<file path="config.mk">
export PLATFORM = sky130hd
export DESIGN_NAME = imem_loader
export DESIGN_NICKNAME = d
export VERILOG_FILES = /design/src/rtl/imem_pkg.sv /design/src/rtl/imem_word_pack.sv /design/src/rtl/imem_loader.sv
export SDC_FILE = /design/constraint.sdc
export NUM_CORES = 1
export LEC_CHECK = 0
export CAP_MARGIN = 20
export CELL_PAD_IN_SITES_DETAIL_PLACEMENT = 1
export CELL_PAD_IN_SITES_GLOBAL_PLACEMENT = 2
export CORE_MARGIN = 1.5
export CORE_UTILIZATION = 33
export CTS_BUF_LIST = sky130_fd_sc_hd__clkbuf_8 sky130_fd_sc_hd__clkbuf_16
export CTS_CLUSTER_DIAMETER = 150
export CTS_CLUSTER_SIZE = 10
export DETAILED_ROUTE_END_ITERATION = 8
export GPL_ROUTABILITY_DRIVEN = 0
export PLACE_DENSITY_LB_ADDON = 0.1
export SKIP_CTS_REPAIR_TIMING = 1
export SYNTH_ARGS = -nofsm -noshare
export SYNTH_HDL_FRONTEND = slang
export SYNTH_SLANG_ARGS = --single-unit
</file>
<file path="constraint.sdc">
create_clock -name clk -period 2.6 [get_ports clk]
set_clock_uncertainty 0.05 [all_clocks]
set_input_delay 0.52 -clock clk [delete_from_list [all_inputs] [get_ports clk]]
set_output_delay 0.52 -clock clk [all_outputs]
set_load 0.005 [all_outputs]
</file>
<file path="src/rtl/imem_pkg.sv">
// imem_pkg: shared types and constants for the instruction-memory boot loader.
//   state_e      - loader FSM states
//   IMEM_SIZE    - instruction memory depth in words
//   IMEM_ADDR_W  - word-address width
//   BE_LANE_LSB0 - bit position of the first (most significant) byte of a word
//   lane_lsb()   - LSB position of byte index 0..3 in a big-endian word
`timescale 1ns/1ps
package imem_pkg;

  localparam int IMEM_SIZE   = 512;
  localparam int IMEM_ADDR_W = 9;

  // Byte index 0 lands in [31:24]; each later byte moves one lane down.
  localparam logic [4:0] BE_LANE_LSB0 = 5'd24;

  typedef enum logic [2:0] {
    IDLE  = 3'd0,
    RECV  = 3'd1,
    WRITE = 3'd2,
    CHECK = 3'd3,
    DONE  = 3'd4
  } state_e;

  function automatic logic [4:0] lane_lsb(input logic [1:0] idx);
    return BE_LANE_LSB0 - {idx, 3'b000};
  endfunction

endpackage

</file>
<file path="src/rtl/imem_word_pack.sv">
// imem_word_pack: packs accepted bytes into a big-endian 32-bit word.
// Ports:
//   clk, rst_n   - clock, async active-low reset
//   clear_i      - restart packing at byte 0 and zero the word
//   accept_i     - a byte is taken this cycle
//   byte_i       - byte value
//   word_o       - assembled word (registered)
//   word_done_o  - the 4th byte of a word is being accepted this cycle
`timescale 1ns/1ps
module imem_word_pack
  import imem_pkg::*;
(
  input  logic        clk,
  input  logic        rst_n,
  input  logic        clear_i,
  input  logic        accept_i,
  input  logic [7:0]  byte_i,
  output logic [31:0] word_o,
  output logic        word_done_o
);

  logic [1:0]  idx_q, idx_d;
  logic [31:0] word_q, word_d;

  always_comb begin
    idx_d  = idx_q;
    word_d = word_q;
    if (clear_i) begin
      idx_d  = '0;
      word_d = '0;
    end else if (accept_i) begin
      word_d[lane_lsb(idx_q) +: 8] = byte_i;
      idx_d = idx_q + 2'd1;
    end
  end

  always_ff @(posedge clk or negedge rst_n) begin
    if (!rst_n) begin
      idx_q  <= '0;
      word_q <= '0;
    end else begin
      idx_q  <= idx_d;
      word_q <= word_d;
    end
  end

  assign word_o      = word_q;
  assign word_done_o = accept_i && (idx_q == 2'd3);

endmodule

</file>
<file path="src/rtl/imem_loader.sv">
// imem_loader: boot-time loader that streams bytes into the instruction memory
// as big-endian words at addresses 0..N-1 and holds the CPU in reset until done.
// Optional feature macro: IMEM_LOADER_CHECKSUM_EN (trailing XOR checksum word).
// Ports:
//   clk, rst_n              - clock, async active-low reset
//   start, word_count       - load request and word count (0 or >MEM_SIZE -> MEM_SIZE)
//   byte_valid, byte_data   - byte source
//   byte_ready              - byte accepted when valid && ready
//   mem_we, mem_addr, mem_din - instruction memory write port
//   busy, done, cpu_hold    - load status, processor reset hold
//   chk_err                 - checksum mismatch (0 without the macro)
`timescale 1ns/1ps
module imem_loader
  import imem_pkg::*;
#(
  parameter int MEM_SIZE = IMEM_SIZE,
  parameter int ADDR_W   = IMEM_ADDR_W
) (
  input  logic              clk,
  input  logic              rst_n,
  input  logic              start,
  input  logic [ADDR_W:0]   word_count,
  input  logic              byte_valid,
  input  logic [7:0]        byte_data,
  output logic              byte_ready,
  output logic              mem_we,
  output logic [ADDR_W-1:0] mem_addr,
  output logic [31:0]       mem_din,
  output logic              busy,
  output logic              done,
  output logic              cpu_hold,
  output logic              chk_err
);

  localparam logic [ADDR_W:0] N_MAX = (ADDR_W+1)'(MEM_SIZE);

  state_e            state_q, state_d;
  logic [ADDR_W:0]   n_q, n_d;
  logic [ADDR_W:0]   cnt_q, cnt_d;
  logic              load_start;
  logic              accept;
  logic              word_done;
  logic [31:0]       word;

  assign load_start = start && ((state_q == IDLE) || (state_q == DONE));
  assign byte_ready = (state_q == RECV) || (state_q == CHECK);
  assign accept     = byte_valid && byte_ready;

  imem_word_pack u_pack (
    .clk         (clk),
    .rst_n       (rst_n),
    .clear_i     (load_start),
    .accept_i    (accept),
    .byte_i      (byte_data),
    .word_o      (word),
    .word_done_o (word_done)
  );

`ifdef IMEM_LOADER_CHECKSUM_EN
  logic        chk_err_q, chk_err_d;
  logic [31:0] xor_q;

  always_ff @(posedge clk or negedge rst_n) begin
    if (!rst_n) begin
      xor_q <= '0;
    end else if (load_start) begin
      xor_q <= '0;
    end else if (state_q == WRITE) begin
      xor_q <= xor_q ^ word;
    end
  end
`endif

  always_comb begin
    state_d = state_q;
    n_d     = n_q;
    cnt_d   = cnt_q;
`ifdef IMEM_LOADER_CHECKSUM_EN
    chk_err_d = chk_err_q;
`endif
    case (state_q)
      IDLE, DONE: begin
        if (start) begin
          state_d = RECV;
          n_d     = ((word_count == '0) || (word_count > N_MAX)) ? N_MAX : word_count;
          cnt_d   = '0;
`ifdef IMEM_LOADER_CHECKSUM_EN
          chk_err_d = 1'b0;
`endif
        end
      end
      RECV: begin
        if (word_done) state_d = WRITE;
      end
      WRITE: begin
        cnt_d = cnt_q + 1'b1;
        if (cnt_q + 1'b1 == n_q) begin
`ifdef IMEM_LOADER_CHECKSUM_EN
          state_d = CHECK;
`else
          state_d = DONE;
`endif
        end else begin
          state_d = RECV;
        end
      end
`ifdef IMEM_LOADER_CHECKSUM_EN
      CHECK: begin
        // The last checksum byte is still on byte_data, so compare the word
        // as it will look after this byte lands in [7:0].
        if (word_done) begin
          state_d   = DONE;
          chk_err_d = ({word[31:8], byte_data} != xor_q);
        end
      end
`endif
      default: state_d = IDLE;
    endcase
  end

  always_ff @(posedge clk or negedge rst_n) begin
    if (!rst_n) begin
      state_q <= IDLE;
      n_q     <= '0;
      cnt_q   <= '0;
    end else begin
      state_q <= state_d;
      n_q     <= n_d;
      cnt_q   <= cnt_d;
    end
  end

  assign mem_we   = (state_q == WRITE);
  assign mem_addr = cnt_q[ADDR_W-1:0];
  assign mem_din  = word;
  assign busy     = (state_q == RECV) || (state_q == WRITE) || (state_q == CHECK);
  assign done     = (state_q == DONE);

`ifdef IMEM_LOADER_CHECKSUM_EN
  always_ff @(posedge clk or negedge rst_n) begin
    if (!rst_n) chk_err_q <= 1'b0;
    else        chk_err_q <= chk_err_d;
  end

  assign chk_err  = chk_err_q;
  assign cpu_hold = !((state_q == DONE) && !chk_err_q);
`else
  assign chk_err  = 1'b0;
  assign cpu_hold = (state_q != DONE);
`endif

endmodule
</file>
==> flow_summary.ini, run 1 <==
[outcome]
status = completed

[setup_path]
rrSetupSlack_ns = 0.49
arrival_ns = 1.66
start_kind = flop
critPathKind = flop to output pin
critPathMaxFanout = 4
cp.required_ns = 2.03
critPathCaptureType = output pin

[power_and_ir_drop]
combPwrFrac = 0.361
ir_worst_vdd_mv = 0.454
p_clk_frac = 0.244
p_leak_nw = 1.61
power_density_nw_per_um2 = 912
cellInternalPower_w = 0.00223
seqPwrFrac = 0.395
total_power_w = 0.00337
p_sw_w = 0.00114
netSwitchingFraction = 0.337

[layout]
multi_input_area_sq_um = 1170
n_antenna_cell = 0
drive_gt1_frac = 0.111
syn2layout_area_growth_pct = 34.8
stdcell_count = 448
n_fill_cell = 911
fin_nets = 365
seqCellArea_sq_um = 1430

[synth]
ys_warn_count = 0
ys_seq_area_frac = 0.520
yosysUniqueCellTypes = 42
syn_area_per_cell_sq_um = 10.3
async_reset_ff_frac = 1.00
synth_top_flop_cell = dfrtp_1
synth_nets = 293
syn_inst = 266
ys_ff_latch = 57
synth_edf_count = 0
syn-cell-area_sq_um = 2740

[die]
die_y_um = 94.1
rows = 33
fp.dieW_um = 94.1
core_region_area_sq_um = 8130
die-area_sq_um = 8860
boundaryPins = 69
start_util = 0.337

[global_routing]
grt_max_degree = 58
grt_pass1_vias = 2365
antenna_found_initial = 0
grt_overflow_total = 0
grt_usage = 0.186
grt_first_pass_wirelength_mm = 12.6

[placement]
hpwl_mm = 5.33
dp.cells = 432
io_buffers = 67
preCtsSetupSlack_ns = 0.281

[sta]
setup_viol = 0
hold_viol = 0
period_minus_slack_ns = 2.23
fin_ws_ns = 0.373
period_share = 0.856
drv_slew = 0
max_slew.worst_pin.slew_ns = 0.751
grt_setup_unrepaired = false
timing.fmax_mhz = 449
hold_ws_ns = 0.280
slew_headroom = 0.499
setup-tns-final_ns = 0

[routing]
route.vias.total = 2251
post-route-drc-count = 0
vias_per_cell = 5.02
routed_wl_mm = 7.48
first_pass_iters = 4
wl_per_cell_um = 16.7
drtIter0Drc = 39
drt.antenna.violating_nets = 0

[cts]
h-tree-depth = 3
cts_buffer_depth = 2
cts_buffers = 9
clock_latency_ns = 0.34
root_buffer = clkbuf_8
cts.sinks = 57
cts_tree = done
path_clk_slew_ns = 0.07

[job]
max_cap_violations = 0

[hold_path]
holdCritPathClass = primary input to asynchronous set/reset pin
[cell usage after synthesis (2+ instances only)]
master    number  area (sq um)
clkbuf_1       2          7.51
o21a_1         2          15.0
nor2_1        21          78.8
clkinv_1       2          7.51
nand4_1        3          18.8
xnor2_1       11          96.3
inv_1          4          15.0
o211ai_1       2          15.0
and2_1         2          12.5
nor3_2         2          20.0
nor4_1         5          31.3
ha_1           5          62.6
buf_4         11          82.6
dfrtp_1       57          1430
nand3_1        6          30.0
o21ai_0       23           115
nor3_1         3          15.0
a31oi_1        2          12.5
a22o_1        31           272
a21oi_1        5          25.0
xor2_1         4          35.0
nand2_1       42           158
buf_2          2          10.0
[cells by family (layout without fill, tap and decap cells)]
| group | Yosys count | count (layout) | synth area share |
|---|---|---|---|
| AOI/OAI and AO/OA | 70 | 70 | 0.181 |
| xor gates and xnor gates | 15 | 15 | 0.0479 |
| adders and majority gates | 5 | 5 | 0.0228 |
| buffers and inverters | 23 | 100 | 0.0529 |
| DFF | 57 | 57 | 0.520 |
| muxes | 1 | 1 | 0.00365 |
| other | 1 | 1 | 0.00137 |
| and+or+nand+nor | 94 | 94 | 0.170 |
[registers in the layout (all words and copies together) (netlist names)]
register and count:
u_pack.idx_q 2, u_pack.word_o 32, cnt_q 10, n_q 10
state_q 3
[layer usage]
layer  track usage  share of wire
met1         0.234           0.43
met2         0.299           0.50
met3        0.0769          0.059
met4        0.0423         0.0095
met5             0              0
[power groups by stage]
| stage | clock network, W | registers, W | logic [W] |
|---|---|---|---|
| 3_3_place_gp | 0 | 0.00134 | 0.00122 |
| 3_5_place_dp | 0 | 0.00134 | 0.00124 |
| 2_1_floorplan | 0 | 0.00132 | 0.000637 |
| 4_1_cts | 0.000851 | 0.00133 | 0.00124 |
| 6_report | 0.000821 | 0.00133 | 0.00122 |
| 5_1_grt | 0.000896 | 0.00137 | 0.00136 |
[cell type report]
type                            instances  area share
Sequential cell                        57       0.386
Multi-Input combinational cell        186       0.317
Timing Repair Buffer                   78       0.203
Tap cell                              105      0.0356
Clock buffer                            9      0.0335
Inverter                                6     0.00610
Clock inverter                          7      0.0196
[final timing paths]
kind / end / startpoint / cells past startpoint
setup / recovery: done / state_q[1] / 4
hold / removal: cnt_q[8] / rst_n / 2
setup reg to reg: u_pack.word_o[11] / u_pack.idx_q[0] / 6
hold reg to reg: n_q[0] / n_q[0] / 2
max in group asynchronous: u_pack.word_o[20] / rst_n / 2
min in group clk: n_q[0] / n_q[0] / 2
[metrics by stage]
step	cell area (sq um)	util
2_1_floorplan	2740	-
3_3_place_gp	3500	0.430
3_5_place_dp	3500	0.430
4_1_cts	3690	0.454
5_1_grt	3690	0.454
6_report	3690	0.454
[critical path: stages (launching register included)]
cell and delay [ns]:
dfrtp_1 0.42, nor2_1 0.22, nand2_1 0.12, inv_1 0.07, clkdlybuf4s50_1 0.50
[cells in the final DEF, fill, tap and decap left out, types with 2 or more instances in the layout]
| cell type | n |
|---|---|
| o21ai_0 | 23 |
| and2_1 | 2 |
| xor2_1 | 4 |
| a31oi_1 | 2 |
| buf_4 | 11 |
| nand3_1 | 6 |
| nand4_1 | 3 |
| clkinvlp_4 | 4 |
| o21a_1 | 2 |
| o211ai_1 | 2 |
| ha_1 | 5 |
| nor2_1 | 21 |
| dfrtp_1 | 57 |
| clkbuf_8 | 9 |
| nor3_2 | 2 |
| clkinv_1 | 2 |
| nor4_1 | 5 |
| xnor2_1 | 11 |
| nor3_1 | 3 |
| nand2_1 | 42 |
| inv_1 | 5 |
| a22o_1 | 31 |
| a21oi_1 | 5 |
| clkdlybuf4s50_1 | 66 |
Note: power is estimated with default switching activity, not from simulation.
==> inputs of run 2 (changes only) <==
--- a/config.mk
+++ b/config.mk
@@ -5,6 +5,7 @@
 export SDC_FILE = /design/constraint.sdc
 export NUM_CORES = 1
 export LEC_CHECK = 0
+export ABC_CLOCK_PERIOD_IN_PS = 2600
 export CAP_MARGIN = 20
 export CELL_PAD_IN_SITES_DETAIL_PLACEMENT = 1
 export CELL_PAD_IN_SITES_GLOBAL_PLACEMENT = 2
==> results of run 2 <==
Same layout as run 1: the final DEF is identical, and so are final timing and power.
